$ cat src/rtl/seq_shift_add_multiplier.sv
// Sequential shift-add multiplier: one partial product per ena-qualified clock.
// Signed operands are reduced to magnitudes on accept, and the sign is reapplied
// on the final iteration. Valid/ready handshakes are used on both the operand and
// the result side.
module seq_shift_add_multiplier #(
  parameter int WIDTH     = 4,
  parameter bit SIGNED_EN = 1'b1
) (
  input  logic               clk,
  input  logic               rst_n,
  input  logic               ena,
  input  logic [WIDTH-1:0]   a,
  input  logic [WIDTH-1:0]   b,
  input  logic               signed_mode,
  input  logic               in_valid,
  output logic               in_ready,
  output logic [2*WIDTH-1:0] p,
  output logic               out_valid,
  input  logic               out_ready
);

  localparam int PW = 2 * WIDTH;
  localparam int CW = (WIDTH > 2) ? $clog2(WIDTH) : 1;
  localparam logic [CW-1:0] LAST = CW'(WIDTH - 1);

  typedef enum logic [1:0] {
    IDLE = 2'd0,
    BUSY = 2'd1,
    DONE = 2'd2
  } state_t;

  state_t          state_q;
  logic [WIDTH-1:0] mcand_q;
  logic [WIDTH-1:0] mplier_q;
  logic [PW-1:0]    acc_q;
  logic [CW-1:0]    count_q;
  logic             neg_q;
  logic [PW-1:0]    p_q;
  logic             out_valid_q;

  logic             accept;
  logic             sgn;
  logic [WIDTH-1:0] a_mag;
  logic [WIDTH-1:0] b_mag;
  logic             neg_d;
  logic [PW-1:0]    pp;
  logic [PW-1:0]    acc_d;

  // Operand side handshake: never depends on in_valid.
  always_comb begin
    in_ready = ena & ((state_q == IDLE) | ((state_q == DONE) & out_ready));
    accept   = in_valid & in_ready;
  end

  // Operand conditioning: magnitudes and product sign. The magnitude of the most
  // negative value wraps back to itself, which reads correctly as unsigned 2^(W-1).
  always_comb begin
    sgn   = SIGNED_EN & signed_mode;
    a_mag = (sgn & a[WIDTH-1]) ? -a : a;
    b_mag = (sgn & b[WIDTH-1]) ? -b : b;
    neg_d = sgn & (a[WIDTH-1] ^ b[WIDTH-1]);
  end

  // Partial product for the current multiplier bit and the next accumulator value.
  always_comb begin
    pp    = mplier_q[0] ? (PW'(mcand_q) << count_q) : '0;
    acc_d = acc_q + pp;
  end

  // Control FSM and datapath registers; every transition is qualified by ena.
  always_ff @(posedge clk or negedge rst_n) begin
    if (!rst_n) begin
      state_q     <= IDLE;
      mcand_q     <= '0;
      mplier_q    <= '0;
      acc_q       <= '0;
      count_q     <= '0;
      neg_q       <= 1'b0;
      p_q         <= '0;
      out_valid_q <= 1'b0;
    end else if (ena) begin
      case (state_q)
        IDLE: begin
          if (accept) begin
            mcand_q  <= a_mag;
            mplier_q <= b_mag;
            neg_q    <= neg_d;
            acc_q    <= '0;
            count_q  <= '0;
            state_q  <= BUSY;
          end
        end
        BUSY: begin
          acc_q    <= acc_d;
          mplier_q <= mplier_q >> 1;
          count_q  <= count_q + 1'b1;
          if (count_q == LAST) begin
            // Two's-complement negation of zero is zero, so no special case is needed.
            p_q         <= neg_q ? -acc_d : acc_d;
            out_valid_q <= 1'b1;
            state_q     <= DONE;
          end
        end
        DONE: begin
          if (out_ready) begin
            out_valid_q <= 1'b0;
            if (accept) begin
              mcand_q  <= a_mag;
              mplier_q <= b_mag;
              neg_q    <= neg_d;
              acc_q    <= '0;
              count_q  <= '0;
              state_q  <= BUSY;
            end else begin
              state_q <= IDLE;
            end
          end
        end
        default: state_q <= IDLE;
      endcase
    end
  end

  assign p         = p_q;
  assign out_valid = out_valid_q;

endmodule

$ cat config.mk
export PLATFORM = sky130hd
export DESIGN_NAME = seq_shift_add_multiplier
export DESIGN_NICKNAME = d
export VERILOG_FILES = /design/src/rtl/seq_shift_add_multiplier.sv
export SDC_FILE = /design/constraint.sdc
export NUM_CORES = 1
export LEC_CHECK = 0
export CORE_MARGIN = 2
export CORE_UTILIZATION = 45
export DETAILED_ROUTE_END_ITERATION = 6
export PLACE_DENSITY = 0.78
export SYNTH_ARGS = -nofsm -noshare
export SYNTH_HDL_FRONTEND = slang
export SYNTH_SLANG_ARGS = --single-unit
export TNS_END_PERCENT = 1
$ cat constraint.sdc
create_clock -name clk -period 8.1 [get_ports clk]
set_clock_uncertainty 0.15 [all_clocks]
set_input_delay 2.43 -clock clk [delete_from_list [all_inputs] [get_ports clk]]
set_output_delay 2.43 -clock clk [all_outputs]
set_load 0.01 [all_outputs]
Word-level counts from Yosys, hierarchy flattened
Index checks and enable logic that the tools add are counted.
{"block": "totals", "reg_bits": 30, "latchBits": 0, "mem_bits_rw": 0, "rom_bits": 0, "input_bits": 14, "out_inout_bits": 10, "wordCells": 64, "n_memories": 0}
{"block": "op_classes", "n_addsub": 5, "multipliers": 0, "n_div": 0, "n_lt_le_gt_ge": 0, "n_eq_ne": 6, "shifts": 1, "n_mux": 27, "n_bitwise": 8, "n_reduce_logical": 9}
{"cell": "$mux W8", "count": 4}
{"cell": "$mux W4", "count": 6}
{"cell": "$pmux W8 S3", "count": 1}
{"cell": "$pmux W2 S3", "count": 2}
{"cell": "$pmux W4 S3", "count": 1}
{"cell": "$mux W2", "count": 5}
{"cell": "$reduce_and A3 Y1", "count": 3}
{"cell": "$add A8 B8 Y8", "count": 1}
{"cell": "$neg A4 Y4", "count": 2}
{"cell": "$neg A8 Y8", "count": 1}
{"cell": "$pmux W4 S2", "count": 1}
{"cell": "$reduce_and A4 Y1", "count": 2}
{"cell": "$shl A4 B2 Y8", "count": 1}
{"cell": "$and A1 B1 Y1", "count": 6}
{"cell": "$ne A2 B2 Y1 const B", "count": 3}
{"cell": "$mux W1", "count": 5}
{"cell": "$eq A2 B2 Y1 const B", "count": 2}
{"cell": "$pmux W1 S2", "count": 2}
{"cell": "$reduce_bool A2 Y1", "count": 2}
{"cell": "$reduce_bool A3 Y1", "count": 1}
{"cell": "$add A2 B1 Y2 const B", "count": 1}
{"cell": "$eq A2 B1 Y1 const B", "count": 1}
{"cell": "$logic_not A2 Y1", "count": 1}
{"cell": "$or A1 B1 Y1", "count": 1}
{"cell": "$xor A1 B1 Y1", "count": 1}

Depth between registers and ports, before layout
Gate-level depths: netlist of run 1.
{"block": "depth", "word_depth": 8, "mapped_depth": 11, "depth_no_buf": 10}

Worst setup path after synthesis of run 1
No wires, ideal clock.
{"block": "synth_timing", "path_kind": "input-to-output", "start": "input out_ready", "end": "output in_ready", "arrival_time_ns": 2.923, "t_required_ns": 5.520, "setup_slack_ns": 2.597, "path_stages": 2, "n_path_buf": 0, "cell_sequence": "nor2b_1 -> nor3b_1"}
{"block": "synth_between", "elab_chain_len": 3}
{"item": "from (decl)", "line_no": "19", "text": "input logic out_ready"}
{"item": "$and A1 B1 Y1", "line_no": "51", "text": "in_ready = ena & ((state_q == IDLE) | ((state_q == DONE) & out_ready));"}
{"item": "$or A1 B1 Y1", "line_no": "51"}
{"item": "$and A1 B1 Y1", "line_no": "51"}
{"item": "to (decl)", "line_no": "16", "text": "output logic in_ready,"}
No other way between the ends.

Worst setup path after layout of run 1
Ends and elaborated chain as after synthesis.

==> results of run 1 <==
-- layer usage --
metal / routed length, um / vias to the layer above / GRT usage, %
li1: - / 802 / -
met1: 1704 / 695 / 20.62
met5: 0 / - / 0
met4: 61 / 0 / 6.754
met2: 1729 / 27 / 29.38
met3: 131 / 7 / 4.240
-- final timing paths --
check,startpoint,end,depth (start not counted)
setup / recovery,out_ready,in_ready,4
hold / removal,p[1],p[1],2
setup reg to reg,count_q[0],p[7],10
hold reg to reg,p[1],p[1],2
max in group asynchronous,rst_n,acc_q[4],2
min in group asynchronous,rst_n,state_q[1],2
-- cell families after synthesis --
logic type | after synthesis | share of synthesized area [%]
buffers and inverters | 18 | 3.543
multiplexers | 6 | 3.150
adder cells (fa/ha/maj) | 12 | 8.268
AO/OA/AOI/OAI | 54 | 18.37
flip-flops | 30 | 39.37
AND/OR/NAND/NOR | 88 | 21.39
XOR/XNOR | 12 | 5.906
-- layout make-up --
type	instances	area (um^2)	share of cell area [%]
inverter	9	33.78	1.459
sequential	30	750.7	32.41
multi-input combinational	172	1089	47.00
tap	50	62.56	2.701
clock buffer	6	82.58	3.566
timing repair buffer	24	237.7	10.26
clock inverter	2	60.06	2.593
-- placed cells by master, fill, tap and decap left out, types with 3 or more instances in the layout --
master           netlist  routed
nand2_1               44      44
dfrtp_1               30      30
xor2_1                 5       5
and3_1                 3       3
mux2i_1                6       6
nand2b_1               5       5
inv_1                  9       9
clkbuf_8               0       6
clkdlybuf4s50_1        0      23
nand3_1               11      11
a21oi_1               13      13
o21ai_0               26      26
nor2_1                11      11
nor2b_1                4       4
xnor2_1                6       6
ha_1                  11      11
-- registers in the layout, indices dropped and copies added (netlist names) --
| signal | count |
|---|---|
| mcand_q | 4 |
| out_valid | 1 |
| mplier_q | 4 |
| p | 8 |
| count_q | 2 |
| acc_q | 8 |
| neg_q | 1 |
| state_q | 2 |
-- metrics by stage --
stage	setup WS [ps]	std cells
6_report	1503	293
5_1_grt	1360	293
4_1_cts	1521	293
3_5_place_dp	1522	285
3_3_place_gp	1578	285
2_1_floorplan	2597	220
-- power by group --
| part | switching, W | internal, W | total, W | leakage [nW] |
|---|---|---|---|---|
| Clock | 0.0000575 | 0.000131 | 0.000189 | 0.0714 |
| Sequential | 0.0000554 | 0.000212 | 0.000268 | 0.386 |
| Combinational | 0.000264 | 0.000216 | 0.000480 | 0.619 |
| Total | 0.000377 | 0.000559 | 0.000937 | 1.08 |
-- worst reg2reg max path, cell delays in order, from the launching register on --
cell and delay, ps:
dfrtp_1 530, mux2i_1 280, nand2b_1 70, and3_1 180
ha_1 380, a211oi_2 350, nor4b_1 100, or4_4 540
o31ai_4 260, xnor2_1 150, o21ai_2 70
==> results.toml, run 1 <==
[grt]
grt_use_total_pct = 17.16
grt_max_degree = 31
grt_pass1_wl_um = 6665
antenna_found_initial = 0
gr-total-overflow = 0
grt_pass1_vias = 1529

[floorplanning]
io_pins = 24
rows = 23
fp.dieArea_um2 = 4774
fp.coreArea_um2 = 4029
die_w_um = 69.10
die_y_um = 69.10
start_util_pct = 47.33

[job]
cap_violations = 0

[power]
leakage_nw = 1.076
total_power_w = 0.0009367
p_per_area_nw_per_um2 = 404.4
peakVddDrop_mv = 0.1339

[worst_setup_path]
r2r_setup_slack_ps = 4920
path_cells = "clkdlybuf4s50_1 -> nor2b_1 -> nor3b_1 -> clkdlybuf4s50_1"
worstPathMaxFanout = 4
critPathLaunchType = "primary input"
cp.required_ps = 5520
worst-setup-path-type = "in -> out"
crit_family = "buffers and inverters"
crit_buf_inv = 2
slowest_stage = "clkdlybuf4s50_1"
end_kind = "output pin"
max_stage_delay_ps = 630
critPathArrivalTime_ps = 4020
crit_path_frequent_cell = "clkdlybuf4s50_1"

[clock_tree]
clk_latency_ps = 280
hold_buffers = 0
cts_buffers = 5
clock_tree.buffer_depth = 2
ctsResizeCount = 0
h-tree-depth = 2
cts.sinks = 30
cts_tree = "built"
postCtsSetupRepairBufs = 0
clockRootBuffer = "clkbuf_8"
path_clk_slew_ps = 70

[worst_hold_path]
hp-class = "reg -> reg"

[timing]
rsz0062_at_grt = "false"
worst_pin_slew_ps = 656.7
period_needed_ps = 6597
fin_tns_setup_ps = 0
fin_crit_sh_pct = 81.44
slew_headroom_pct = 56.12
finalHoldViolCount = 0
finalSetupViolCount = 0
max_freq_mhz = 151.6
slew_violations = 0
fin_hold_ws_ps = 326.8

[detailed_routing]
firstDrtPassIters = 4
num_vias = 1531
drtAntennaViolNets = 0
finalWirelength_um = 3627
drt_iter0_markers = 47
via_per_inst = 5.225
wl_per_cell_um = 12.38
drc = 0

[finish]
fill_cells = 366
final_core_util_pct = 57.48
antenna_cells = 0
layout-drive-gt1-share_pct = 7.819
syn_to_final_growth_pct = 21.46
fin_area_um2 = 2316
nets = 268

[placement]
numPortBuffers = 23
gp_congestion = 0.8191
place_area_um2 = 2173
dp_hpwl_um = 2712

[synth]
synth_commonest_cells = "nand2_1, dfrtp_1, o21ai_0"
ys_seq_area_share_pct = 39.37
synth.top_cell.area_share_pct = 39.37
synth_edf_count = 0
yosysWarningCount = 0
synthArstFlopShare_pct = 100.0
syn_area_um2 = 1907
synth_cell_types = 38
synth.avg_cell_area_um2 = 8.667
synth_seq_cells = 30
syn_inst = 220
synth_area_leaders = "dfrtp_1, nand2_1, ha_1"
syn_nets = 246
synth_most_common_cell = "nand2_1"
ys.flop_type = "dfrtp_1"
synth_area_leader_cell = "dfrtp_1"

[run_status]
status = "completed"
Power figures use the tool's default switching activity.
==> inputs of run 2 (changes only) <==
--- a/config.mk
+++ b/config.mk
@@ -8,7 +8,7 @@
 export CORE_MARGIN = 2
 export CORE_UTILIZATION = 45
 export DETAILED_ROUTE_END_ITERATION = 6
-export PLACE_DENSITY = 0.78
+export PLACE_DENSITY = 0.81
 export SYNTH_ARGS = -nofsm -noshare
 export SYNTH_HDL_FRONTEND = slang
 export SYNTH_SLANG_ARGS = --single-unit
==> constraint.sdc (replaced) <==
create_clock -name clk -period 6 [get_ports clk]
set_clock_uncertainty 0.15 [all_clocks]
set_input_delay 1.8 -clock clk [delete_from_list [all_inputs] [get_ports clk]]
set_output_delay 1.8 -clock clk [all_outputs]
set_load 0.01 [all_outputs]
==> run 2 against run 1 <==
Net effect:
- combinational power is 34% higher
- sequential share of layout area stayed put
- non-clock buffer count stayed put
- via count is 0.59% lower
- count of clock-buffer cells in the layout stayed put
- register-to-register slack worse by 2200 ps
- worst hold slack worse by 4.0 ps
- critical path depth is 1 lower
- largest cell class unchanged
- critical endpoint unchanged
- setup slack worse by 830 ps
- clock power is 34% higher
==> results.toml, run 2 (synthesis results as in run 1) <==
[clock_tree]
clockRootBuffer = "clkbuf_8"
cts.sinks = 30
cts_tree = "built"
clk_latency_ps = 290
h-tree-depth = 2
hold_buffers = 0
cts_buffers = 5
clock_tree.buffer_depth = 2
path_clk_slew_ps = 60
postCtsSetupRepairBufs = 0
ctsResizeCount = 0

[worst_setup_path]
r2r_setup_slack_ps = 2770
worst-setup-path-type = "in -> out"
regToRegStartpoint = "count_q[0]"
regToRegEndpoint = "p[7]"
cp.required_ps = 4050
end_kind = "output pin"
critPathArrivalTime_ps = 3380
crit_path_end = "in_ready"
cp-startpoint = "ena"
worstPathMaxFanout = 5
reg2regPathDepth = 10
critPathLaunchType = "primary input"

[power]
leakage_nw = 1.076
p_per_area_nw_per_um2 = 543.8
total_power_w = 0.001259
peakVddDrop_mv = 0.1721

[placement]
gp_congestion = 0.8437
numPortBuffers = 23
place_area_um2 = 2173
dp_hpwl_um = 2624
pre_cts_ws_ps = 701.8

[timing]
max_freq_mhz = 187.8
worst_pin_slew_ps = 630.6
finalHoldViolCount = 0
finalWorstSetupSlack_ps = 674.5
fin_crit_sh_pct = 88.76
rsz0062_at_grt = "false"
slew_violations = 0
fin_tns_setup_ps = 0
period_needed_ps = 5326
slew_headroom_pct = 57.86
finalSetupViolCount = 0

[detailed_routing]
wl_per_cell_um = 11.75
drtAntennaViolNets = 0
finalWirelength_um = 3443
via_per_inst = 5.195
firstDrtPassIters = 4
drt_iter0_markers = 43
num_vias = 1522
drc = 0

[finish]
layout-drive-gt1-share_pct = 7.819
fin_area_um2 = 2316
mostFrequentLayoutCell = "nand2_1"
final_cell_mix = "nand2_1, dfrtp_1, o21ai_0, clkdlybuf4s50_1, a21oi_1"
final_core_util_pct = 57.48
antenna_cells = 0
syn_to_final_growth_pct = 21.46
nets = 268

[grt]
antenna_found_initial = 0
grt_max_degree = 31
grt_use_total_pct = 16.41
grt_pass1_wl_um = 6348
gr-total-overflow = 0
grt_pass1_vias = 1513

[job]
cap_violations = 0

[floorplanning]
die_y_um = 69.10
io_pins = 24
fp.dieArea_um2 = 4774
rows = 23
fp.coreArea_um2 = 4029
start_util_pct = 47.33
die_w_um = 69.10

[run_status]
status = "completed"

[worst_hold_path]
hp-class = "reg -> reg"
==> run 2: worst min path at each step <==
| stage | depth (start not counted) | endpoint | from |
|---|---|---|---|
| CTS | 2 | p[7] | p[7] |
| detailed placement | 2 | p[7] | p[7] |
| floorplan | 2 | mplier_q[2] | mplier_q[2] |
| global route | 2 | p[5] | p[5] |
| global placement | 2 | p[4] | p[4] |
| finish | 2 | p[7] | p[7] |
==> run 2: cell type report <==
type | instances | area [um^2]
flip-flops and latches | 30 | 750.7
multi-input cells | 172 | 1089
clock inverters | 2 | 60.06
fillers | 365 | 1713
well taps | 50 | 62.56
clock buffers | 6 | 82.58
repair buffers | 24 | 237.7
inverters | 9 | 33.78
==> run 2: power breakdown <==
| part | internal [W] | switching, W | leakage, nW |
|---|---|---|---|
| registers | 0.000287 | 0.0000746 | 0.386 |
| logic | 0.000291 | 0.000354 | 0.619 |
| clock network | 0.000177 | 0.0000755 | 0.0714 |
| total | 0.000755 | 0.000505 | 1.08 |
==> run 2: stage by stage <==
stage               instances  hold WS (ps)
floorplan                 220         300.2
finish                    293         322.8
global route              293         350.4
CTS                       293         329.7
global placement          285         309.8
detailed placement        285         316.0
==> run 2: per-layer routing <==
layer	global-route usage [%]	vias to the layer above	part of all wire, %
li1	-	806	-
met1	18.92	681	48
met2	27.46	31	45
met3	5.702	4	4.4
met4	7.190	0	1.9
met5	0	-	0
==> run 2: critical path, cell delays in order <==
cell,delay (ps)
clkdlybuf4s50_1,520
nor3b_1,420
clkdlybuf4s50_1,630
==> inputs of run 3 (changes only) <==
--- a/config.mk
+++ b/config.mk
@@ -7,6 +7,7 @@
 export LEC_CHECK = 0
 export CORE_MARGIN = 2
 export CORE_UTILIZATION = 45
+export CTS_CLUSTER_SIZE = 12
 export DETAILED_ROUTE_END_ITERATION = 6
 export PLACE_DENSITY = 0.81
 export SYNTH_ARGS = -nofsm -noshare
==> constraint.sdc (replaced) <==
create_clock -name clk -period 4.81 [get_ports clk]
set_clock_uncertainty 0.15 [all_clocks]
set_input_delay 1.443 -clock clk [delete_from_list [all_inputs] [get_ports clk]]
set_output_delay 1.443 -clock clk [all_outputs]
set_load 0.01 [all_outputs]
==> run 3 against run 2 <==
Net effect:
- die area stayed put
- register-to-register slack got worse by 1200 ps
- wire length increased by 0.49%
- cell count up 0.34%
- count of clock-buffer cells in the layout did not move
- largest power group unchanged
==> results.toml, run 3 (synthesis results as in run 1) <==
[run_status]
status = "completed"

[placement]
dp_hpwl_um = 2694
gp_congestion = 0.8283
pre_cts_ws_ps = 395.8
numPortBuffers = 23
dp.cells = 286

[grt]
grt_pass1_vias = 1476
antenna_found_initial = 0
grt_pass1_wl_um = 6299
gr-total-overflow = 0
grt_use_total_pct = 16.26
grt_max_degree = 31

[floorplanning]
fp.dieArea_um2 = 4774
io_pins = 24
start_util_pct = 47.33
fp.coreArea_um2 = 4029
die_y_um = 69.10
rows = 23
die_w_um = 69.10

[worst_setup_path]
critPathArrivalTime_ps = 2820
reg2regPathDepth = 10
worst-setup-path-type = "in -> out"
cp.required_ps = 3220
critPathLaunchType = "primary input"
worstPathMaxFanout = 5
end_kind = "output pin"

[finish]
nets = 269
syn_to_final_growth_pct = 21.85
layout-drive-gt1-share_pct = 8.197
mostFrequentLayoutCell = "nand2_1"
final_core_util_pct = 57.67
final_cell_mix = "nand2_1, dfrtp_1, o21ai_0, clkdlybuf4s50_1, a21oi_1"
antenna_cells = 0
layoutNonFillerInstCount = 294

[detailed_routing]
drt_iter0_markers = 36
num_vias = 1530
wl_per_cell_um = 11.77
finalWirelength_um = 3460
drtAntennaViolNets = 0
firstDrtPassIters = 4
drc = 0
via_per_inst = 5.204

[timing]
finalWorstSetupSlack_ps = 397.4
max_freq_mhz = 226.6
finalHoldViolCount = 0
rsz0062_at_grt = "false"
fin_tns_setup_ps = 0
fin_crit_sh_pct = 91.74
worst_pin_slew_ps = 626.7
period_needed_ps = 4413
slew_violations = 0
slew_headroom_pct = 58.12
finalSetupViolCount = 0

[job]
cap_violations = 0

[clock_tree]
cts_buffers = 5
h-tree-depth = 2
clockRootBuffer = "clkbuf_8"
clock_tree.buffer_depth = 2
ctsResizeCount = 0
clk_latency_ps = 290
cts.sinks = 30
postCtsSetupRepairBufs = 0
cts_tree = "built"
path_clk_slew_ps = 60
hold_buffers = 0

[worst_hold_path]
min_delay_path_depth = 2
hp-class = "reg -> reg"

[power]
swShare_pct = 40.10
seq_power_share_pct = 28.6
netSwitchingPower_w = 0.0006322
p_per_area_nw_per_um2 = 678.5
peakVddDrop_mv = 0.2014
comb_power_share_pct = 51.5
leakage_nw = 1.082
intPower_w = 0.0009442
p_clk_share_pct = 20.0
==> run 3: cell count changes in the layout (fill, tap and decap cells not counted) <==
cell   previous run  this run
buf_4             1         2
==> run 3: routing by layer <==
layer,vias up,wire length (um),global-route usage (%),part of all wire (%)
li1,805,-,-,-
met1,692,1666,19.59,48
met2,26,1589,27.03,46
met3,7,147,5.263,4.2
met4,0,57,6.100,1.6
met5,-,0,0,0
==> run 3: path summary, 6_finish.rpt <==
path                                  from         end  slack (ps)
worst max-delay path                   ena    in_ready         400
worst min-delay path                  p[7]        p[7]         320
worst max register to register  count_q[0]        p[7]        1620
worst min register to register        p[7]        p[7]         320
max in group asynchronous            rst_n    acc_q[6]        2850
min in group asynchronous            rst_n  state_q[0]        1380
==> run 3: cell type report <==
cell class	count	area (um^2)
inverters	9	33.78
clock buffers	6	82.58
fillers	359	1705
clock inverters	2	60.06
multi-input cells	172	1089
well taps	50	62.56
repair buffers	25	245.2
flip-flops and latches	30	750.7
==> run 3: stage by stage <==
step | instance area (um^2) | power [W] | hold WS, ps
floorplan | 1907 | 0.001063 | 300.2
global placement | 2181 | 0.001243 | 309.9
detailed placement | 2181 | 0.001268 | 316.4
CTS | 2323 | 0.001588 | 330.0
global route | 2323 | 0.001713 | 350.5
finish | 2323 | 0.001576 | 322.3
==> run 3: critical path: stages <==
cell and delay [ps]:
clkdlybuf4s50_1 520, nor3b_1 270, clkdlybuf4s50_1 590
==> run 3: power groups by stage <==
stage	sequential [W]	clock, W	combinational, W
final	0.000450	0.000315	0.000811
after global placement	0.000451	0	0.000792
after detailed placement	0.000454	0	0.000814
after global routing	0.000469	0.000330	0.000914
after floorplan	0.000428	0	0.000635
after CTS	0.000451	0.000320	0.000817
==> RTL change 1 (config.mk and constraints of run 2) <==
Encoding of `state_t`: now one-hot (3 bits for 3 states).
--- a/src/rtl/seq_shift_add_multiplier.sv
+++ b/src/rtl/seq_shift_add_multiplier.sv
@@ -25,6 +25,6 @@
 
-  typedef enum logic [1:0] {
-    IDLE = 2'd0,
-    BUSY = 2'd1,
-    DONE = 2'd2
+  typedef enum logic [2:0] {
+    IDLE = 3'b001,
+    BUSY = 3'b010,
+    DONE = 3'b100
   } state_t;
Function: same outputs for any inputs over 4 cycles, from zero or initial values and one cycle with rst_n low; so few cycles prove little.
==> RTL change 1 against run 2 <==
Critical endpoint unchanged. Cell area rose by 2.2%. Routed wire length rose by 12%. Sequential cell count grew 1. Power down 29%. Critical path depth is 1 higher. Synthesized area increased by 4.9%. Sequential power down 8.3%. Worst setup slack gained 0.17 ns.
==> RTL change 1: results (changes against run 2) <==
H-tree depth=2 (unchanged); Final nets=270 (+0.75%); FF-to-FF path depth=10 (unchanged); post-CTS sizing=0 (unchanged); status=finished clean; met1 WL=1770 um (+6.2%); Cells after Synth=219 (-0.45%); met3 wire length=171 um (+12%); GRT Total Usage=0.169 (+0.00467); combinational cell power=401 uW (-38%); Distinct cells, synth=43 (+13%); PortBufs=23 (unchanged); Placement Setup Slack=0.826 ns (+0.124 ns); vias in the first global route=1526 (+0.86%); placed wire-length estimate=2910 um (+11%); number of iterations in the first detailed-routing pass=4 (unchanged); Hold Crit Endpoint=p[0]$_DFFE_PN0P_; CP Launch Point=out_ready; # diodes=0 (unchanged); setup bufs post-CTS=0 (unchanged); DP Cell Count=289 (+1.4%); WL met2=1850 um (+18%); R2R Setup Slk=2.74 ns (-0.03 ns); sequential element share of the synthesized area=0.388 (-0.00533); vias per cell=5.52 (+6.2%); Crit path largest cell delay=0.57 ns (-0.06 ns); CP max stage cell=clkdlybuf4s50_1; final WL=3860 um (+12%); DP Area=2280 sq um (+5.1%); worst vdd ir=0.144 mV (-17%); switching share of power=0.409 (+0.00802); post-synthesis net count=245 (-0.41%); Gate power share=0.451 (-0.062); critical path arrival=3.21 ns (-0.17 ns); routability cong.=0.916 (+8.6%); Rel. slew slack=0.514 (-0.0649); reg-to-reg endpoint=p[7]$_DFFE_PN0P_; clock latency at the later pin of the worst-skew pair=0.28 ns; Synth area leaders=dfrtp_1 (38%), ha_1 (6.9%), o21ai_1 (5.3%); Worst path top cell family by delay=buffers and inverters; CP max FO=4 (-1); layout cells sized above 1=0.0612 (-0.0170); wire per inst=13.0 um (+11%); clock-pin slew on the worst setup and hold paths=0.06 ns (about the same); largest net degree at the start of global routing=32 (+3.2%); Peak Freq=0.194 GHz (+3.3%); Clock group=156 uW (-38%); first-pass GRT wire length=6750 um (+6.3%); CP endpoint=in_ready; DRT iter0 DRCs=82 (+91%); Synth top cells by count=dfrtp_1 (30), nand2_1 (25), o21ai_1 (21); min-delay src=p[0]$_DFFE_PN0P_; Critical R2R Launch=count_q[1]$_DFFE_PN0P_; Hold WS=0.329 ns (+0.00638 ns); Hold WC Path Type=register to register; P_leak=1.10 nW (+1.8%)
RTL change 1: cell types whose count changed after synthesis, moves of 3 or more:
cell	change
a22o_1	+9
o21ai_0	-24
nor2_1	+4
xnor2_1	-3
nand2_1	-19
inv_1	+4
xor2_1	+3
o21ai_1	+21
nand3_1	-7
RTL change 1: final cells by class:
type / count / area, sq um
Clock buffer: 7 / 76.3
Clock inverter: 1 / 5.00
Fill cell: 406 / 1960
Inverter: 13 / 48.8
Multi-Input combinational cell: 168 / 1150
Sequential cell: 31 / 777
Tap cell: 52 / 65.1
Timing Repair Buffer: 25 / 245
RTL change 1: logic make-up after synthesis:
logic type,Yosys count,share of synthesized area
fa+ha+maj,12,0.0788
compound gates,65,0.214
xor+xnor,12,0.0619
mux,9,0.0463
flops,31,0.388
buf+inv,20,0.0375
simple gates,70,0.173
RTL change 1: routing by layer:
layer  vias to the layer above  track usage
li1                        830            -
met3                         8       0.0385
met5                         -            0
met2                        33        0.269
met1                       768        0.222
met4                         0       0.0713
==> RTL change 2 (settings of run 2) <==
Without the edit above. Change the parameter `SIGNED_EN` from 1'b1 to 1'b0.
--- a/src/rtl/seq_shift_add_multiplier.sv
+++ b/src/rtl/seq_shift_add_multiplier.sv
@@ -6,3 +6,3 @@
   parameter int WIDTH     = 4,
-  parameter bit SIGNED_EN = 1'b1
+  parameter bit SIGNED_EN = 1'b0
 ) (
Check against the original RTL: not equivalent (Yosys sat finds a counterexample within 10 cycles, from zero or initial values and one cycle with rst_n low).
==> RTL change 2 against run 2 <==
Routed wire length fell by 11%. Worst setup slack improved by 0.11 ns. Synthesized area fell by 18%. Via count fell by 23%. Power fell by 32%. Sequential cell count fell by 1. Cell area fell by 19%. Sequential share of layout area rose by 6.1 points. First-iteration DRC count rose by 9.3%.
==> RTL change 2: results (changes against run 2) <==
CTS Buf Count=5 (unchanged); P_leak=0.888 nW (-18%); post-synthesis net count=174 (-29%); wire per inst=13.7 um (+17%); # diodes=0 (unchanged); vias per cell=5.23 (+0.66%); clock latency at the later pin of the worst-skew pair=0.33 ns (+0.04 ns); min-delay src=p[6]$_DFFE_PN0P_; # fillers=297 (-19%); R2R Setup Slk=3.20 ns (+0.43 ns); Final nets=199 (-26%); initial antenna violation count=0 (unchanged); H-tree depth=2 (unchanged); critical path arrival=3.27 ns (-0.11 ns); P_int=525 uW (-30%); layout cells sized above 1=0.102 (+0.0235); CP max FO=6 (+1); sequential element share of the synthesized area=0.463 (+0.0696); asr flop ratio synth=1.00 (unchanged); clock-pin slew on the worst setup and hold paths=0.09 ns (+0.03 ns); first-pass GRT wire length=5130 um (-19%); number of iterations in the first detailed-routing pass=4 (unchanged); Placement Setup Slack=0.798 ns (+0.0960 ns); worst vdd ir=0.255 mV (+48%); Slew Viols, Final=0 (unchanged); mean post-synth cell area=10.4 sq um (+20%); most used flip-flop cell after synthesis=dfrtp_1; Synth area leaders=dfrtp_1 (46%), nand2_1 (6.7%), ha_1 (6.4%); Critical R2R Launch=count_q[1]$_DFFE_PN0P_; GRT Total Usage=0.170 (+0.00617); CTS root buf=clkbuf_4; Rel. slew slack=0.712 (+0.133); setup bufs post-CTS=0 (unchanged); final WL=3060 um (-11%); Synth top cells by count=dfrtp_1 (29), nand2_1 (28), o21ai_0 (14); PortBufs=22 (-4.3%); Distinct cells, synth=38 (unchanged); vias in the first global route=1139 (-25%); status=finished clean; clk buf depth=2 (unchanged); CP Launch Point=ena; Ys Warns=0 (unchanged); DRT iter0 DRCs=47 (+9.3%); fin worst setup slack=0.780 ns (+0.106 ns); DP Cell Count=215 (-25%); post-CTS sizing=0 (unchanged); Final Hold Fails=0 (unchanged); placed wire-length estimate=2130 um (-19%); routability cong.=0.771 (-8.7%); largest net degree at the start of global routing=30 (-3.2%); Hold WC Path Type=register to register
==> RTL change 2: cell types whose count changed after synthesis, sizes merged, moves of 4 or more <==
cell and change:
nand2 -15, nand3 -9, clkbuf -8, mux2 +8
nor2 -8, inv -7, a21oi -6, buf +5
o21ai -5, xnor2 -5, and3 -4, nand2b -4
==> RTL change 2: cells by family (layout without fill, tap and decap cells) <==
| kind of cell | Yosys count | count (layout) | synth area share |
|---|---|---|---|
| compound gates | 41 | 41 | 0.157 |
| xor+xnor | 6 | 6 | 0.0335 |
| fa+ha+maj | 9 | 9 | 0.0767 |
| buf+inv | 8 | 34 | 0.0343 |
| flops | 29 | 29 | 0.463 |
| mux | 14 | 14 | 0.101 |
| simple gates | 44 | 44 | 0.135 |
==> RTL change 2: cell type report <==
cell class | instances | area share
clock buffer | 7 | 0.0346
clock inverter | 1 | 0.00266
inverter | 2 | 0.00399
multi-input combinational | 114 | 0.418
sequential | 29 | 0.385
tap | 46 | 0.0306
timing repair buffer | 24 | 0.125
==> RTL change 2: critical path, stage by stage <==
cell	delay, ns
clkdlybuf4s50_1	0.56
inv_1	0.08
a211oi_2	0.25
clkdlybuf4s50_1	0.58
==> RTL change 2: stage by stage <==
| step | total power [mW] | util | hold WS, ns | instance area, sq um |
|---|---|---|---|---|
| 5_1_grt | 0.917 | 0.564 | 0.375 | 1880 |
| 6_report | 0.851 | 0.564 | 0.337 | 1880 |
| 3_3_place_gp | 0.694 | 0.543 | 0.316 | 1810 |
| 3_5_place_dp | 0.713 | 0.543 | 0.324 | 1810 |
| 4_1_cts | 0.855 | 0.564 | 0.345 | 1880 |
| 2_1_floorplan | 0.606 | - | 0.300 | 1570 |
==> RTL change 2: layer usage <==
metal	vias to the layer above	global-route usage	share of wire
li1	578	-	-
met1	544	0.211	0.47
met2	35	0.269	0.46
met3	9	0.0523	0.047
met4	0	0.0833	0.027
met5	-	0	0
==> RTL change 2: final timing paths <==
kind	endpoint	cells after the start
min in group asynchronous	acc_q[5]$_DFFE_PN0P_	2
hold / removal	p[6]$_DFFE_PN0P_	2
hold reg to reg	p[6]$_DFFE_PN0P_	2
max in group asynchronous	out_valid$_DFFE_PN0P_	2
setup reg to reg	acc_q[7]$_DFFE_PN0P_	10
setup / recovery	in_ready	4
==> RTL change 2: power by group through the flow <==
stage	Combinational (mW)	Clock [mW]	Sequential [mW]
3_5_place_dp	0.361	0	0.352
2_1_floorplan	0.272	0	0.334
5_1_grt	0.403	0.151	0.362
4_1_cts	0.364	0.142	0.349
3_3_place_gp	0.348	0	0.346
6_report	0.361	0.139	0.351
